$ cat src/rtl/reg_write_arbiter_if.sv
// reg_write_arbiter_if: requester-side bundle (req/lock/data) plus the shared register outputs.
// Latency: none, this file is wiring only.
// Backpressure: none; requesters hold i_req until they observe their o_gnt bit.
// Ports (signals): i_req/i_lock [NUM_REQ], i_data [NUM_REQ*DATA_W], o_gnt [NUM_REQ], o_gnt_valid,
//   o_owner [$clog2(NUM_REQ)], o_q/o_qbar [DATA_W].
//   With REG_WRITE_STATS_EN defined: o_write_cnt [16], o_hold_abort.
// Modports: master = requester/producer side, slave = arbiter side.
interface reg_write_arbiter_if #(
  parameter int NUM_REQ = 4,
  parameter int DATA_W  = 8
);
  localparam int OWN_W = $clog2(NUM_REQ);

  logic [NUM_REQ-1:0]        i_req;
  logic [NUM_REQ-1:0]        i_lock;
  logic [NUM_REQ*DATA_W-1:0] i_data;
  logic [NUM_REQ-1:0]        o_gnt;
  logic                      o_gnt_valid;
  logic [OWN_W-1:0]          o_owner;
  logic [DATA_W-1:0]         o_q;
  logic [DATA_W-1:0]         o_qbar;
`ifdef REG_WRITE_STATS_EN
  logic [15:0]               o_write_cnt;
  logic                      o_hold_abort;

  modport master (
    output i_req, i_lock, i_data,
    input  o_gnt, o_gnt_valid, o_owner, o_q, o_qbar, o_write_cnt, o_hold_abort
  );
  modport slave (
    input  i_req, i_lock, i_data,
    output o_gnt, o_gnt_valid, o_owner, o_q, o_qbar, o_write_cnt, o_hold_abort
  );
`else
  modport master (
    output i_req, i_lock, i_data,
    input  o_gnt, o_gnt_valid, o_owner, o_q, o_qbar
  );
  modport slave (
    input  i_req, i_lock, i_data,
    output o_gnt, o_gnt_valid, o_owner, o_q, o_qbar
  );
`endif
endinterface

$ cat src/rtl/reg_write_arbiter.sv
// reg_write_arbiter: round-robin owner of a shared true/complement register pair.
// Latency: grant 1 cycle after i_req sampled; owner data visible on o_q 1 cycle after the write edge.
// Backpressure: requesters wait on o_gnt; a locked owner may hold up to MAX_HOLD consecutive cycles.
// Ports: i_clk, i_rst (sync, active high), bus (reg_write_arbiter_if.slave) carrying i_req, i_lock,
//   i_data, o_gnt, o_gnt_valid, o_owner, o_q, o_qbar.
// Optional: REG_WRITE_STATS_EN adds o_write_cnt (saturating write count) and o_hold_abort
//   (one-cycle pulse when a locked owner is forced off by the MAX_HOLD limit).
module reg_write_arbiter #(
  parameter int NUM_REQ  = 4,
  parameter int DATA_W   = 8,
  parameter int MAX_HOLD = 4
) (
  input logic                 i_clk,
  input logic                 i_rst,
  reg_write_arbiter_if.slave  bus
);
  localparam int OWN_W  = $clog2(NUM_REQ);
  localparam int HOLD_W = (MAX_HOLD > 1) ? $clog2(MAX_HOLD) : 1;
  localparam logic [HOLD_W-1:0] HOLD_LAST = HOLD_W'(MAX_HOLD - 1);

  typedef enum logic {IDLE, OWN} state_t;

  state_t              state, state_n;
  logic [NUM_REQ-1:0]  gnt, gnt_n;
  logic [OWN_W-1:0]    owner, owner_n;
  logic [OWN_W-1:0]    ptr, ptr_n;
  logic [HOLD_W-1:0]   hold_cnt, hold_n;
  logic [DATA_W-1:0]   q, qbar;
  logic                wr_en;

  logic                sel_found;
  logic [OWN_W-1:0]    sel_idx;
  logic                owner_req;
  logic                owner_lock;
  logic [DATA_W-1:0]   owner_data;

  assign owner_req  = bus.i_req[owner];
  assign owner_lock = bus.i_lock[owner];
  assign owner_data = bus.i_data[int'(owner)*DATA_W +: DATA_W];

  // First requester at or above ptr, wrapping. ptr already sits one past the
  // current owner, so the same search serves both IDLE and release-in-OWN, and
  // the current owner is examined last.
  always_comb begin
    sel_found = 1'b0;
    sel_idx   = '0;
    for (int i = 0; i < NUM_REQ; i++) begin
      if (!sel_found && bus.i_req[(int'(ptr) + i) % NUM_REQ]) begin
        sel_found = 1'b1;
        sel_idx   = OWN_W'((int'(ptr) + i) % NUM_REQ);
      end
    end
  end

  always_comb begin
    state_n = state;
    gnt_n   = gnt;
    owner_n = owner;
    ptr_n   = ptr;
    hold_n  = hold_cnt;
    wr_en   = 1'b0;

    // Release path shared by IDLE and OWN: hand to the winner or fall idle.
    if (state == OWN) begin
      wr_en = owner_req;
    end

    if (state == OWN && owner_req && owner_lock && hold_cnt < HOLD_LAST) begin
      hold_n = hold_cnt + 1'b1;
    end else if (sel_found) begin
      state_n = OWN;
      gnt_n   = NUM_REQ'(1) << sel_idx;
      owner_n = sel_idx;
      hold_n  = '0;
      ptr_n   = (sel_idx == OWN_W'(NUM_REQ - 1)) ? '0 : sel_idx + 1'b1;
    end else begin
      state_n = IDLE;
      gnt_n   = '0;
      owner_n = '0;
      hold_n  = '0;
    end
  end

  always_ff @(posedge i_clk) begin
    if (i_rst) begin
      state    <= IDLE;
      gnt      <= '0;
      owner    <= '0;
      ptr      <= '0;
      hold_cnt <= '0;
      q        <= '0;
      qbar     <= '0;
    end else begin
      state    <= state_n;
      gnt      <= gnt_n;
      owner    <= owner_n;
      ptr      <= ptr_n;
      hold_cnt <= hold_n;
      if (wr_en) begin
        q    <= owner_data;
        qbar <= ~owner_data;
      end
    end
  end

  assign bus.o_gnt       = gnt;
  assign bus.o_gnt_valid = |gnt;
  assign bus.o_owner     = owner;
  assign bus.o_q         = q;
  assign bus.o_qbar      = qbar;

`ifdef REG_WRITE_STATS_EN
  logic [15:0] write_cnt;
  logic        hold_abort;
  logic        limit_release;

  // Only a still-requesting, still-locked owner at the last hold cycle is
  // being cut off; a voluntary drop or unlock is not an abort.
  assign limit_release = (state == OWN) && owner_req && owner_lock && (hold_cnt == HOLD_LAST);

  always_ff @(posedge i_clk) begin
    if (i_rst) begin
      write_cnt  <= '0;
      hold_abort <= 1'b0;
    end else begin
      if (wr_en && write_cnt != 16'hFFFF) begin
        write_cnt <= write_cnt + 16'd1;
      end
      hold_abort <= limit_release;
    end
  end

  assign bus.o_write_cnt  = write_cnt;
  assign bus.o_hold_abort = hold_abort;
`endif
endmodule

$ cat src/flat_wrapper.sv
// flat-port wrapper written by rule: the top's interface ports become plain ports
module reg_write_arbiter_flat 
#(
  parameter int NUM_REQ  = 4,
  parameter int DATA_W   = 8,
  parameter int MAX_HOLD = 4
)
  (i_clk, i_rst, bus_i_req, bus_i_lock, bus_i_data, bus_o_gnt, bus_o_gnt_valid, bus_o_owner, bus_o_q, bus_o_qbar);
  reg_write_arbiter_if #(.NUM_REQ(NUM_REQ), .DATA_W(DATA_W)) bus_i ();
  input logic i_clk;
  input logic i_rst;
  input wire logic [$bits(bus_i.i_req)-1:0] bus_i_req;
  input wire logic [$bits(bus_i.i_lock)-1:0] bus_i_lock;
  input wire logic [$bits(bus_i.i_data)-1:0] bus_i_data;
  output wire logic [$bits(bus_i.o_gnt)-1:0] bus_o_gnt;
  output wire logic [$bits(bus_i.o_gnt_valid)-1:0] bus_o_gnt_valid;
  output wire logic [$bits(bus_i.o_owner)-1:0] bus_o_owner;
  output wire logic [$bits(bus_i.o_q)-1:0] bus_o_q;
  output wire logic [$bits(bus_i.o_qbar)-1:0] bus_o_qbar;
  assign bus_i.i_req = bus_i_req;
  assign bus_i.i_lock = bus_i_lock;
  assign bus_i.i_data = bus_i_data;
  assign bus_o_gnt = bus_i.o_gnt;
  assign bus_o_gnt_valid = bus_i.o_gnt_valid;
  assign bus_o_owner = bus_i.o_owner;
  assign bus_o_q = bus_i.o_q;
  assign bus_o_qbar = bus_i.o_qbar;
  reg_write_arbiter #(.NUM_REQ(NUM_REQ), .DATA_W(DATA_W), .MAX_HOLD(MAX_HOLD)) u_core (.i_clk(i_clk), .i_rst(i_rst), .bus(bus_i));
endmodule
$ cat config.mk
export PLATFORM = sky130hd
export DESIGN_NAME = reg_write_arbiter_flat
export DESIGN_NICKNAME = d
export VERILOG_FILES = /design/src/rtl/reg_write_arbiter_if.sv /design/src/rtl/reg_write_arbiter.sv /design/src/flat_wrapper.sv
export SDC_FILE = /design/constraint.sdc
export NUM_CORES = 1
export LEC_CHECK = 0
export ABC_CLOCK_PERIOD_IN_PS = 1900
export BUFFER_PORTS_ARGS = -buffer_cell sky130_fd_sc_hd__buf_4
export CAP_MARGIN = 10
export CORE_MARGIN = 1
export CORE_UTILIZATION = 45
export CTS_CLUSTER_SIZE = 25
export DETAILED_ROUTE_END_ITERATION = 8
export HOLD_SLACK_MARGIN = 0.08
export PLACE_DENSITY = 0.88
export SETUP_SLACK_MARGIN = 0.4
export SLEW_MARGIN = 20
export SYNTH_ARGS = -nofsm -noshare
export SYNTH_HDL_FRONTEND = slang
export SYNTH_SLANG_ARGS = --single-unit
$ cat constraint.sdc
create_clock -name i_clk -period 1.9 [get_ports i_clk]
set_input_delay 0.19 -clock i_clk [delete_from_list [all_inputs] [get_ports i_clk]]
set_output_delay 0.19 -clock i_clk [all_outputs]
set_load 0.02 [all_outputs]
==> impl_metrics.csv <==
group,metric,value,unit
worst_setup_path,cp_data_arrival_time,1.85,ns
pwr,power.density,935,nW/um^2
layout,final_cells,235,
yosys,synthCells,132,
sta,finalSetupViolCount,0,
pwr,power.share.clock,0.134,
pwr,seq_power_share,0.396,
yosys,yosysSeqAreaShare,0.405,
drt,num_vias,1333,
pwr,p_int,1.21,mW
yosys,ys_types,30,
sta,drv_slew,0,
drt,top_layer_used,"met4",
sta,hold_violations,0,
clock_tree,cts_buffers,3,
pwr,p_leak,0.959,nW
worst_setup_path,cp.required,2.14,ns
worst_setup_path,cp_max_fo,4,
pwr,ir_drop,0.648,mV
sta,max_slew_margin,0.697,
place,portBuffers,64,
drt,wl_met3,253,um
die,io_pins,65,
layout,drive_gt1_frac,0.534,
global_route,first_global_vias,1317,
pwr,combPwrFrac,0.469,
clock_tree,root_buffer,"clkbuf_4",
die,die_y,56.4,um
worst_setup_path,r2r-end,"u_core.bus.o_owner[0]",
worst_hold_path,worstHoldStart,"i_rst",
worst_setup_path,path_cells,"mux4_2, and4b_2, and3_4, a31o_1",
die,start_util,0.480,
worst_setup_path,start_kind,"flip-flop",
drt,antenna_left,0,
sta,hold_slack,0.166,ns
die,die_w,56.4,um
yosys,synth_seq_cells,27,
clock_tree,cts.clk_slew.worst_paths,0.15,ns
drt,wl_met2,2.05,mm
sta,finalCritPeriodShare,0.849,
global_route,grt_pass1_wl,5.63,mm
sta,min_period,1.61,ns
sta,fmax,620,MHz
clock_tree,clock_path_buffers,2,
die,fp.dieArea,3190,um^2
place,dp_hpwl,2.79,mm
sta,rsz0062_at_grt,"true",
clock_tree,cts_tree,"done",
layout,antenna_cells,0,
global_route,antenna_found_initial,0,
clock_tree,h-tree-depth,1,
layout,syn_to_final_growth,49.9,%
drt,wl_met1,1.38,mm
global_route,grt_usage,0.225,
clock_tree,numClockSinks,27,
worst_hold_path,hp-class,"input pin to flip-flop",
drt,via_per_inst,5.67,
worst_setup_path,rrSetupSlack,0.29,ns
worst_setup_path,worst_setup_path_end_kind,"flip-flop",
drt,dr.first_iter.drc_count,32,
die,row_count,19,
worst_hold_path,hold_depth,2,
worst_setup_path,rr_startpoint,"u_core.bus.o_owner[0]",
worst_setup_path,slowest_stage,"mux4_2",
run,drv_cap,0,
layout,fin_nets,252,
yosys,syn_avg_cell_area,10.1,um^2
global_route,grt_max_degree,22,
pwr,total_power,1.87,mW
worst_setup_path,cpPeakStageDelay,0.52,ns
place,dp.cells,224,
sta,worstMarginPinSlew,0.450,ns
pwr,net-switching-power,662,uW
global_route,grt-ovfl-total,0,
clock_tree,clock_latency,0.32,ns
worst_setup_path,r2r_cells,4,
yosys,yosys_warnings,0,
run_status,status,"completed",
sta,tns,0,ns
yosys,syn_area,1330,um^2
drt,wire_per_inst,15.9,um
worst_hold_path,hold_end,"u_core.bus.o_gnt[0]",
drt,drt-total-wl,3.73,mm
sta,worst_clock_skew,0.00897,ns
place,place_congestion,0.796,
yosys,syn_nets,179,
pwr,netSwitchingFraction,0.354,
drt,drcViolationCount,0,
die,core,2780,um^2
drt,dr.pass1.iters,5,
worst_setup_path,crit_type,"flip-flop to flip-flop",
cell type report:
| type | instances | area, um^2 |
|---|---|---|
| timing repair buffer | 75 | 571 |
| clock buffer | 3 | 22.5 |
| clock inverter | 1 | 7.51 |
| sequential | 27 | 553 |
| fill | 188 | 782 |
| multi-input combinational | 92 | 785 |
| inverter | 6 | 22.5 |
| tap | 31 | 38.8 |
power groups by stage:
stage | Sequential, mW | Clock [mW] | Combinational, mW
after floorplan | 0.823 | 0 | 0.417
after global placement | 0.746 | 0 | 0.731
after detailed placement | 0.754 | 0 | 0.756
after CTS | 0.733 | 0.256 | 0.841
after global routing | 0.752 | 0.285 | 0.937
final | 0.741 | 0.251 | 0.877
metrics by stage:
step / utilization / instance area [um^2] / setup slack [ns]
after floorplan: - / 1360 / 0.203
after global placement: 0.670 / 1860 / 0.238
after detailed placement: 0.670 / 1860 / 0.200
after CTS: 0.705 / 1960 / 0.286
after global routing: 0.719 / 2000 / 0.249
final: 0.719 / 2000 / 0.287
layer usage:
metal | track usage | vias up
met3 | 0.0392 | 4
met5 | 0 | -
met4 | 0.0732 | 0
met2 | 0.412 | 67
met1 | 0.262 | 632
li1 | - | 630
worst max path at each step:
stage / start / to / depth (start not counted)
after global routing: u_core.bus.o_owner[1] / u_core.hold_cnt[1] / 4
final: u_core.bus.o_owner[0] / u_core.bus.o_owner[0] / 4
after detailed placement: u_core.bus.o_owner[0] / u_core.bus.o_owner[0] / 4
after global placement: u_core.bus.o_owner[0] / u_core.bus.o_owner[0] / 4
after floorplan: u_core.bus.o_owner[1] / u_core.bus.o_owner[0] / 5
after CTS: u_core.bus.o_owner[1] / u_core.bus.o_owner[0] / 4
cell families after synthesis:
| group | after synthesis | synth area share |
|---|---|---|
| compound gates | 31 | 0.156 |
| mux | 10 | 0.169 |
| simple gates | 46 | 0.176 |
| flops | 27 | 0.405 |
| buf+inv | 13 | 0.0469 |
| fa+ha+maj | 5 | 0.0469 |
critical path, delay by kind of cell, from the launching register on:
kind | cells | cell delay (ns)
compound gates | 1 | 0.18
flops | 1 | 0.40
mux | 1 | 0.52
simple gates | 2 | 0.42
cells in the mapped netlist:
library cell / count / area [um^2]
nand2_1: 16 / 60.1
nand3_1: 5 / 25.0
buf_6: 1 / 11.3
nor4_1: 1 / 6.26
and4b_1: 1 / 10.0
mux4_2: 10 / 225
nor3b_1: 1 / 7.51
and3_1: 5 / 31.3
buf_2: 2 / 10.0
ha_1: 5 / 62.6
nor2_1: 7 / 26.3
clkbuf_1: 3 / 11.3
nand4b_2: 1 / 15.0
nand2b_1: 2 / 12.5
buf_4: 1 / 7.51
inv_1: 6 / 22.5
a21oi_1: 17 / 85.1
o211a_1: 5 / 50.1
nor3_1: 4 / 20.0
o21a_1: 1 / 7.51
a31o_1: 1 / 8.76
a211oi_1: 1 / 7.51
o211ai_1: 1 / 7.51
a21o_1: 2 / 15.0
and2_1: 1 / 6.26
a2111oi_2: 1 / 15.0
o22ai_1: 1 / 6.26
or4_1: 2 / 15.0
dfxtp_1: 27 / 541
o21ai_0: 1 / 5.00
cells in the final DEF (no fill, tap or decap), types with 3 or more instances in the layout:
cell,instances
a21oi_1,13
a21oi_2,4
and3_1,4
buf_4,73
clkbuf_4,3
dfxtp_1,21
dfxtp_2,4
ha_1,3
inv_1,6
mux4_2,10
nand2_1,15
nand3_1,5
nor2_1,7
nor3_1,4
o211a_1,5
registers in the layout (all words and copies together), names as in the netlist:
name / cells
u_core.bus.o_gnt: 4
u_core.bus.o_q: 8
u_core.ptr: 2
u_core.bus.o_owner: 2
u_core.bus.o_qbar: 8
u_core.state: 1
u_core.hold_cnt: 2
timing repair:
item / in CTS / in global routing
endpoints found under the setup margin: 23 / 26
cloned: 0 / 0
gates resized for setup: 9 / 9
hold buffers: 0 / 0
pin swaps: 3 / 7
buffers inserted: 6 / 1
Note: power is estimated with default switching activity, not from simulation.
